### src/rtl/mem_arbiter_n.sv
// -----------------------------------------------------------------------------
// mem_arbiter_n
// N-channel cacheline arbiter. It grants one requester at a time and holds the
// grant for the whole transaction. It registers the winning request onto a
// single downstream line port and routes the downstream response back to the
// winner.
//
// Build option:
//   ARB_RR_EN  defined   -> round-robin arbitration with a rotating pointer
//              undefined -> fixed priority, lowest requesting index wins
//
// Ports:
//   clk, rst        clock and synchronous active-high reset
//   ch_read         per-channel read request (level, held until ch_resp)
//   ch_write        per-channel write request (level); read+write means write
//   ch_address      packed per-channel addresses, channel i at [i*ADDR_W +: ADDR_W]
//   ch_wdata        packed per-channel write lines, channel i at [i*LINE_W +: LINE_W]
//   ch_rdata        read line broadcast to all channels, pass-through of mem_rdata
//   ch_resp         one-hot completion pulse to the granted channel
//   mem_read/write  registered downstream command, never both set
//   mem_address     registered downstream address
//   mem_wdata       registered downstream write line
//   mem_rdata       downstream read line
//   mem_resp        downstream completion pulse
//   grant_valid     a channel currently owns the downstream port
//   grant_id        index of the owning channel, 0 when idle
// -----------------------------------------------------------------------------
module mem_arbiter_n #(
    parameter int NUM_CH = 3,
    parameter int ADDR_W = 32,
    parameter int LINE_W = 256,
    localparam int ID_W  = $clog2(NUM_CH)
) (
    input  logic                     clk,
    input  logic                     rst,
    input  logic [NUM_CH-1:0]        ch_read,
    input  logic [NUM_CH-1:0]        ch_write,
    input  logic [NUM_CH*ADDR_W-1:0] ch_address,
    input  logic [NUM_CH*LINE_W-1:0] ch_wdata,
    output logic [LINE_W-1:0]        ch_rdata,
    output logic [NUM_CH-1:0]        ch_resp,
    output logic                     mem_read,
    output logic                     mem_write,
    output logic [ADDR_W-1:0]        mem_address,
    output logic [LINE_W-1:0]        mem_wdata,
    input  logic [LINE_W-1:0]        mem_rdata,
    input  logic                     mem_resp,
    output logic                     grant_valid,
    output logic [ID_W-1:0]          grant_id
);

    typedef enum logic {
        IDLE = 1'b0,
        BUSY = 1'b1
    } state_t;

    state_t              state;
    logic [NUM_CH-1:0]   req;
    logic                hit;
    logic [ID_W-1:0]     win;
    logic [ADDR_W-1:0]   win_address;
    logic [LINE_W-1:0]   win_wdata;
    logic                win_write;

`ifdef ARB_RR_EN
    logic [ID_W-1:0]     rr_ptr;
`endif

    assign req = ch_read | ch_write;

    // Winner selection. In round-robin mode the first pass only considers
    // channels at or above the pointer; the second pass picks the lowest
    // requester, which is the wrapped part of the search. Fixed priority is
    // just the second pass on its own.
    always_comb begin
        // NOTE: every variable assigned in always_comb gets a default first,
        // so no path leaves it unassigned and no latch is inferred.
        hit = 1'b0;
        win = '0;
`ifdef ARB_RR_EN
        for (int i = 0; i < NUM_CH; i++) begin
            if (!hit && req[i] && (ID_W'(i) >= rr_ptr)) begin
                hit = 1'b1;
                win = ID_W'(i);
            end
        end
`endif
        for (int i = 0; i < NUM_CH; i++) begin
            if (!hit && req[i]) begin
                hit = 1'b1;
                win = ID_W'(i);
            end
        end
    end

    // Fields of the winning channel. Comparing against each legal index means
    // a non-power-of-2 NUM_CH can never select a slice outside the buses.
    always_comb begin
        win_address = '0;
        win_wdata   = '0;
        win_write   = 1'b0;
        for (int i = 0; i < NUM_CH; i++) begin
            if (win == ID_W'(i)) begin
                win_address = ch_address[i*ADDR_W +: ADDR_W];
                win_wdata   = ch_wdata[i*LINE_W +: LINE_W];
                win_write   = ch_write[i];
            end
        end
    end

    // The response is routed combinationally so the requester sees it in the
    // same cycle as mem_resp. A stray mem_resp while IDLE is dropped here.
    always_comb begin
        ch_resp = '0;
        for (int i = 0; i < NUM_CH; i++) begin
            ch_resp[i] = (state == BUSY) && mem_resp && (grant_id == ID_W'(i));
        end
    end

    assign ch_rdata = mem_rdata;

    // NOTE: sequential state is written with non-blocking assignments only,
    // so every register samples values from before the clock edge.
    always_ff @(posedge clk) begin
        if (rst) begin
            state       <= IDLE;
            mem_read    <= 1'b0;
            mem_write   <= 1'b0;
            mem_address <= '0;
            mem_wdata   <= '0;
            grant_valid <= 1'b0;
            grant_id    <= '0;
`ifdef ARB_RR_EN
            rr_ptr      <= '0;
`endif
        end else begin
            case (state)
                IDLE: begin
                    if (hit) begin
                        grant_valid <= 1'b1;
                        grant_id    <= win;
                        mem_address <= win_address;
                        mem_wdata   <= win_wdata;
                        mem_write   <= win_write;
                        mem_read    <= ~win_write;
                        state       <= BUSY;
                    end
                end
                BUSY: begin
                    // Channel inputs are ignored here; the downstream request
                    // stays exactly as latched until the completion arrives.
                    if (mem_resp) begin
                        mem_read    <= 1'b0;
                        mem_write   <= 1'b0;
                        grant_valid <= 1'b0;
                        grant_id    <= '0;
`ifdef ARB_RR_EN
                        if (grant_id == ID_W'(NUM_CH - 1)) begin
                            rr_ptr <= '0;
                        end else begin
                            rr_ptr <= grant_id + 1'b1;
                        end
`endif
                        state       <= IDLE;
                    end
                end
                default: state <= IDLE;
            endcase
        end
    end

endmodule

### config.mk
export PLATFORM = sky130hd
export DESIGN_NAME = mem_arbiter_n
export DESIGN_NICKNAME = d
export VERILOG_FILES = /design/src/rtl/mem_arbiter_n.sv
export SDC_FILE = /design/constraint.sdc
export NUM_CORES = 1
export LEC_CHECK = 0
export BUFFER_PORTS_ARGS = -buffer_cell sky130_fd_sc_hd__buf_2
export CAP_MARGIN = 20
export CORE_AREA = 2 2 664 666
export DETAILED_ROUTE_END_ITERATION = 12
export DIE_AREA = 0 0 666 668
export PLACE_DENSITY_LB_ADDON = 0.15
export SLEW_MARGIN = 15
export SYNTH_ARGS = -nofsm -noshare
export SYNTH_HDL_FRONTEND = slang
export SYNTH_SLANG_ARGS = --single-unit
### constraint.sdc
create_clock -name clk -period 1.7 [get_ports clk]
set_input_delay 0.17 -clock clk [delete_from_list [all_inputs] [get_ports clk]]
set_output_delay 0.17 -clock clk [all_outputs]
set_load 0.05 [all_outputs]
## Word level (Yosys, flattened, before mapping)

Cells that the tools add are included.

- Output and inout port bits: 552
- Register bits after elaboration: 294
- Logic and storage cells: 55
- Bits of input ports: 1,129

- Reduce and logical (&&, ||, !) cells: 12
- Bitwise gates (word level): 3
- Equality and inequality tests: 6
- Multiplexer cells: 27

Operators by type and width:

| cell | number |
|---|---|
| $mux W256 | 3 |
| $mux W32 | 3 |
| $mux W1 | 13 |
| $pmux W1 S2 | 4 |
| $logic_and A1 B1 Y1 | 6 |
| $mux W2 | 3 |
| $eq A2 B1 Y1 const B | 2 |
| $eq A2 B2 Y1 const B | 2 |
| $logic_not A2 Y1 | 2 |
| $ne A2 B2 Y1 const B | 2 |
| $pmux W2 S2 | 1 |
| $reduce_and A2 Y1 | 2 |
| $or A3 B3 Y3 | 1 |
| $logic_not A1 Y1 | 2 |
| $not A1 Y1 | 2 |

## Longest topological paths before layout

- Depth after elaboration: 15
- Gate-level depth with buffers: 7
- Gate-level depth less buffers: 4

## Least setup slack after synthesis

No wires, ideal clock.

- Path kind: register -> output
- From: reg state
- To: out ch_resp[1]
- Required time: 1,530 ps
- Buffers on the path: 1
- Path slack: -366 ps
- Cell stages (with the launch flop): 4
- Data arrival time: 1,896 ps
- Cell sequence: dfxtp_1 clkbuf_1 nand2_1 nor3b_1

- Word-level cells in the longest chain between the ends: 2

RTL lines:

| element | line | source |
|---|---|---|
| from (decl) | 57 | `state_t state;` |
| from (signal assigned) | 126 | `state <= IDLE;` |
| from (signal assigned) | 146 | `state <= BUSY;` |
| from (signal assigned) | 164 | `state <= IDLE;` |
| $logic_and A1 B1 Y1 (2 in a row) | 116 | `ch_resp[i] = (state == BUSY) && mem_resp && (grant_id == ID_W'(i));` |
| to (decl) | 41 | `output logic [NUM_CH-1:0] ch_resp,` |

Every way passes these cells.

## Worst setup path in the final report

- From: reg state
- To: reg mem_wdata[112]

- Word-level cells in the longest chain between the ends: 2

RTL lines:

| element | line | source |
|---|---|---|
| $not A1 Y1 (no line) | n/a |  |
| $reduce_and A2 Y1 (no line) | n/a |  |
| to (signal assigned) | 143 | `mem_wdata <= win_wdata;` |
| to (decl) | 45 | `output logic [LINE_W-1:0] mem_wdata,` |

Every way passes these cells.
A chain may end at the register's enable or synchronous reset.

==> impl_metrics.tcl <==
set metrics [dict create \
    status "finished, violations left" \
    violations "setup timing" \
    cp.required_ns 2.25 \
    tightest_slew_ns 0.555 \
    synth-simple-area-share_pct 0.695 \
    hold_depth 4 \
    layout-drive-gt1-share_pct 53.0 \
    syn_area_mm2 0.0157 \
    max-clock-path-buffers 3 \
    synth_fa_ha_area_share_pct 0 \
    clock-sinks 294 \
    grt_pass1_vias 23600 \
    placedInstanceArea_mm2 0.0299 \
    report.final.slew_viol_count 0 \
    synthesis.nets 2736 \
    htreeDepth 2 \
    vias 21600 \
    antenna_found_initial 10 \
    cp-start-kind "register" \
    setup_tns_ns -22.59 \
    ir_drop_uv 672 \
    synth.mux.area_fraction_pct 18.4 \
    hp-start "ch_address[44]" \
    yosysTopAreaCellShare_pct 37.6 \
    wl_um 222000 \
    numCtsBuffers 48 \
    end_kind "register" \
    power_mw 30.5 \
    p_per_area_mw_per_mm2 712 \
    root_buffer "clkbuf_16" \
    grt_pass1_wl_um 265000 \
    grt_usage_pct 9.32 \
    ioPinCount 1681 \
    clk_latency_ns 0.71 \
    yosys.area.top_type "dfxtp_1" \
    die_y_um 668 \
    r2r-start "state$_SDFF_PP0_" \
    core-area_mm2 0.437 \
    r2r_slack_ns -0.22 \
    synth_top_family_by_area "compound AO/OA/AOI/OAI gates" \
    setup_viol 177 \
    fillCellCount 50600 \
    min_to "mem_address[12]$_SDFFE_PP0P_" \
    synth_seq_cells 294 \
    final_min_period_over_clock_period_pct 113 \
    crit_fanout 22 \
    first_pass_iters 4 \
    yosysUniqueCellTypes 23 \
    grt_max_degree 42 \
    reg2reg_to "mem_wdata[112]$_SDFFE_PP0P_" \
    hold_class "in -> reg" \
    finalWeightedCongestion 0.784 \
    cts_tree "done" \
    die_x_um 666 \
    row_count 243 \
    wire_per_inst_um 23.8 \
    overflow 0 \
    slew_headroom_pct 61.9 \
    fin_area_mm2 0.0429 \
    max-cap-violations 0 \
    synth_area_leaders "dfxtp_1 (38%), mux2i_1 (18%), a211oi_1 (14%), buf_4 (12%), o22ai_1 (12%)" \
    start_util_pct 3.58 \
    critical_path_class "reg -> reg" \
    cts.clk_slew.worst_paths_ns 0.06 \
    p_leak_nw 16.0 \
    rsz0062_at_grt "yes" \
    post-route-util_pct 9.81 \
    finalCriticalPeriod_ns 1.92 \
    r2r_cells 6 \
    final_antenna_net_count 0 \
    fin_nets 4660 \
    drt-initial-drc-count 734 \
    final.setup.worst_slack_ns -0.220 \
    synth_xor_area_share_pct 0 \
    drc 0 \
    via_per_inst 2.31 \
    clock-skew-final_ns 0.0234 \
    avgSynthCellArea_um2 9.74 \
    area_growth_pct 174 \
    hpwl_um 188000 \
    dieArea_mm2 0.445 \
    seq_area_frac_synth_pct 37.6 \
    port_buffers 1168 \
    worstPathArrival_ns 2.47 \
    fmaxAchievable_ghz 0.521 \
    synthCells 1607 \
    synth-compound-area-share_pct 25.7 \
    timing.hold.ws_ns 0.0732 \
    yosysWarnings 0 \
    hold_violations 0 \
]
-- Yosys cell counts --
cell	n
dfxtp_1	294
o22ai_1	288
clkbuf_1	90
a21oi_1	7
buf_1	15
buf_2	32
or3_1	1
a211oi_1	288
o21bai_1	1
o21ai_0	1
buf_6	24
a221oi_1	1
nor3b_1	3
mux2i_1	288
nand2b_1	3
nand2_1	4
nor3_1	2
nor2_1	5
inv_1	1
or4_4	1
o41ai_1	1
buf_4	256
nor4_1	1
-- worst max path at each step --
stage | from | endpoint | depth (start not counted)
2_1_floorplan | state$_SDFF_PP0_ | ch_resp[1] | 3
5_1_grt | state$_SDFF_PP0_ | mem_wdata[135]$_SDFFE_PP0P_ | 6
4_1_cts | state$_SDFF_PP0_ | ch_resp[1] | 4
3_5_place_dp | ch_write[0] | mem_wdata[118]$_SDFFE_PP0P_ | 8
3_3_place_gp | ch_write[0] | mem_wdata[2]$_SDFFE_PP0P_ | 9
6_report | state$_SDFF_PP0_ | mem_wdata[112]$_SDFFE_PP0P_ | 6
-- critical path, stage by stage, from the launching register on --
cell,delay [ns]
dfxtp_2,0.32
buf_4,0.14
or3_4,0.44
buf_12,0.18
clkbuf_16,0.33
o22ai_2,0.14
a211oi_1,0.06
-- cell families after synthesis --
kind of cell | Yosys count
buffers and inverters | 418
and+or+nand+nor | 20
muxes | 288
DFF | 294
AOI/OAI and AO/OA | 587
-- stage by stage --
step / instances / setup slack (ns)
global route: 9320 / -0.196
global placement: 8319 / -0.741
CTS: 9287 / -0.173
floorplan: 1607 / -0.366
finish: 9327 / -0.220
detailed placement: 8319 / -0.732
-- metal layers --
layer / wire length [um] / vias up / track usage [%]
li1: - / 9903 / -
met1: 73600 / 10400 / 8.63
met2: 109000 / 991 / 16.2
met3: 30900 / 228 / 6.19
met4: 8610 / 6 / 3.48
met5: 293 / - / 0.543
-- cells in the final DEF, fill, tap and decap left out, types with 2 or more instances in the layout --
cell type      count
buf_6             76
clkbuf_8          11
dfxtp_1          258
buf_16            26
clkinv_2           4
dfxtp_4            5
nand2_1            3
a211oi_2          73
o22ai_1           25
buf_8             12
mux2i_1          288
nor3b_4            2
dfxtp_2           31
dlygate4sd3_1    855
clkbuf_16         71
a211oi_1         215
diode_2            9
clkbuf_1          11
o22ai_4            2
o22ai_2          261
buf_12            59
buf_4            335
buf_2            907
nor2_1             4
a21oi_1            6
nand2b_1           3
-- sequential cells by signal, indices dropped and copies added, names as in the netlist --
register     flops
mem_read         1
mem_address     32
mem_wdata      256
state            1
mem_write        1
grant_valid      1
grant_id         2
-- area by class of cell --
class / instances / area, um2 / share of cell area (%)
Clock inverter: 8 / 82.6 / 0.193
Sequential cell: 294 / 5940 / 13.9
Antenna cell: 9 / 22.5 / 0.0525
Inverter: 1 / 3.75 / 0.00875
Multi-Input combinational cell: 895 / 9130 / 21.3
Clock buffer: 72 / 1440 / 3.37
Tap cell: 5757 / 7200 / 16.8
Timing Repair Buffer: 2291 / 19100 / 44.5
-- power breakdown --
part	switching, mW	total [mW]	leakage [nW]	internal (mW)
clock	4.32	10.3	0.750	5.93
combinational	7.09	12.0	12.8	4.93
sequential	0.696	8.26	2.46	7.57
-- timing repair --
action | CTS | global route
buffers inserted | 24 | 10
gates cloned | 11 | 28
endpoints found under the setup margin | 461 | 283
pin swaps | 7 | 4
endpoints found under the hold margin | 293 | 0
hold buffers | 855 | 0
gates resized for setup | 445 | 81
No activity file was read; power rests on OpenSTA's default activity.
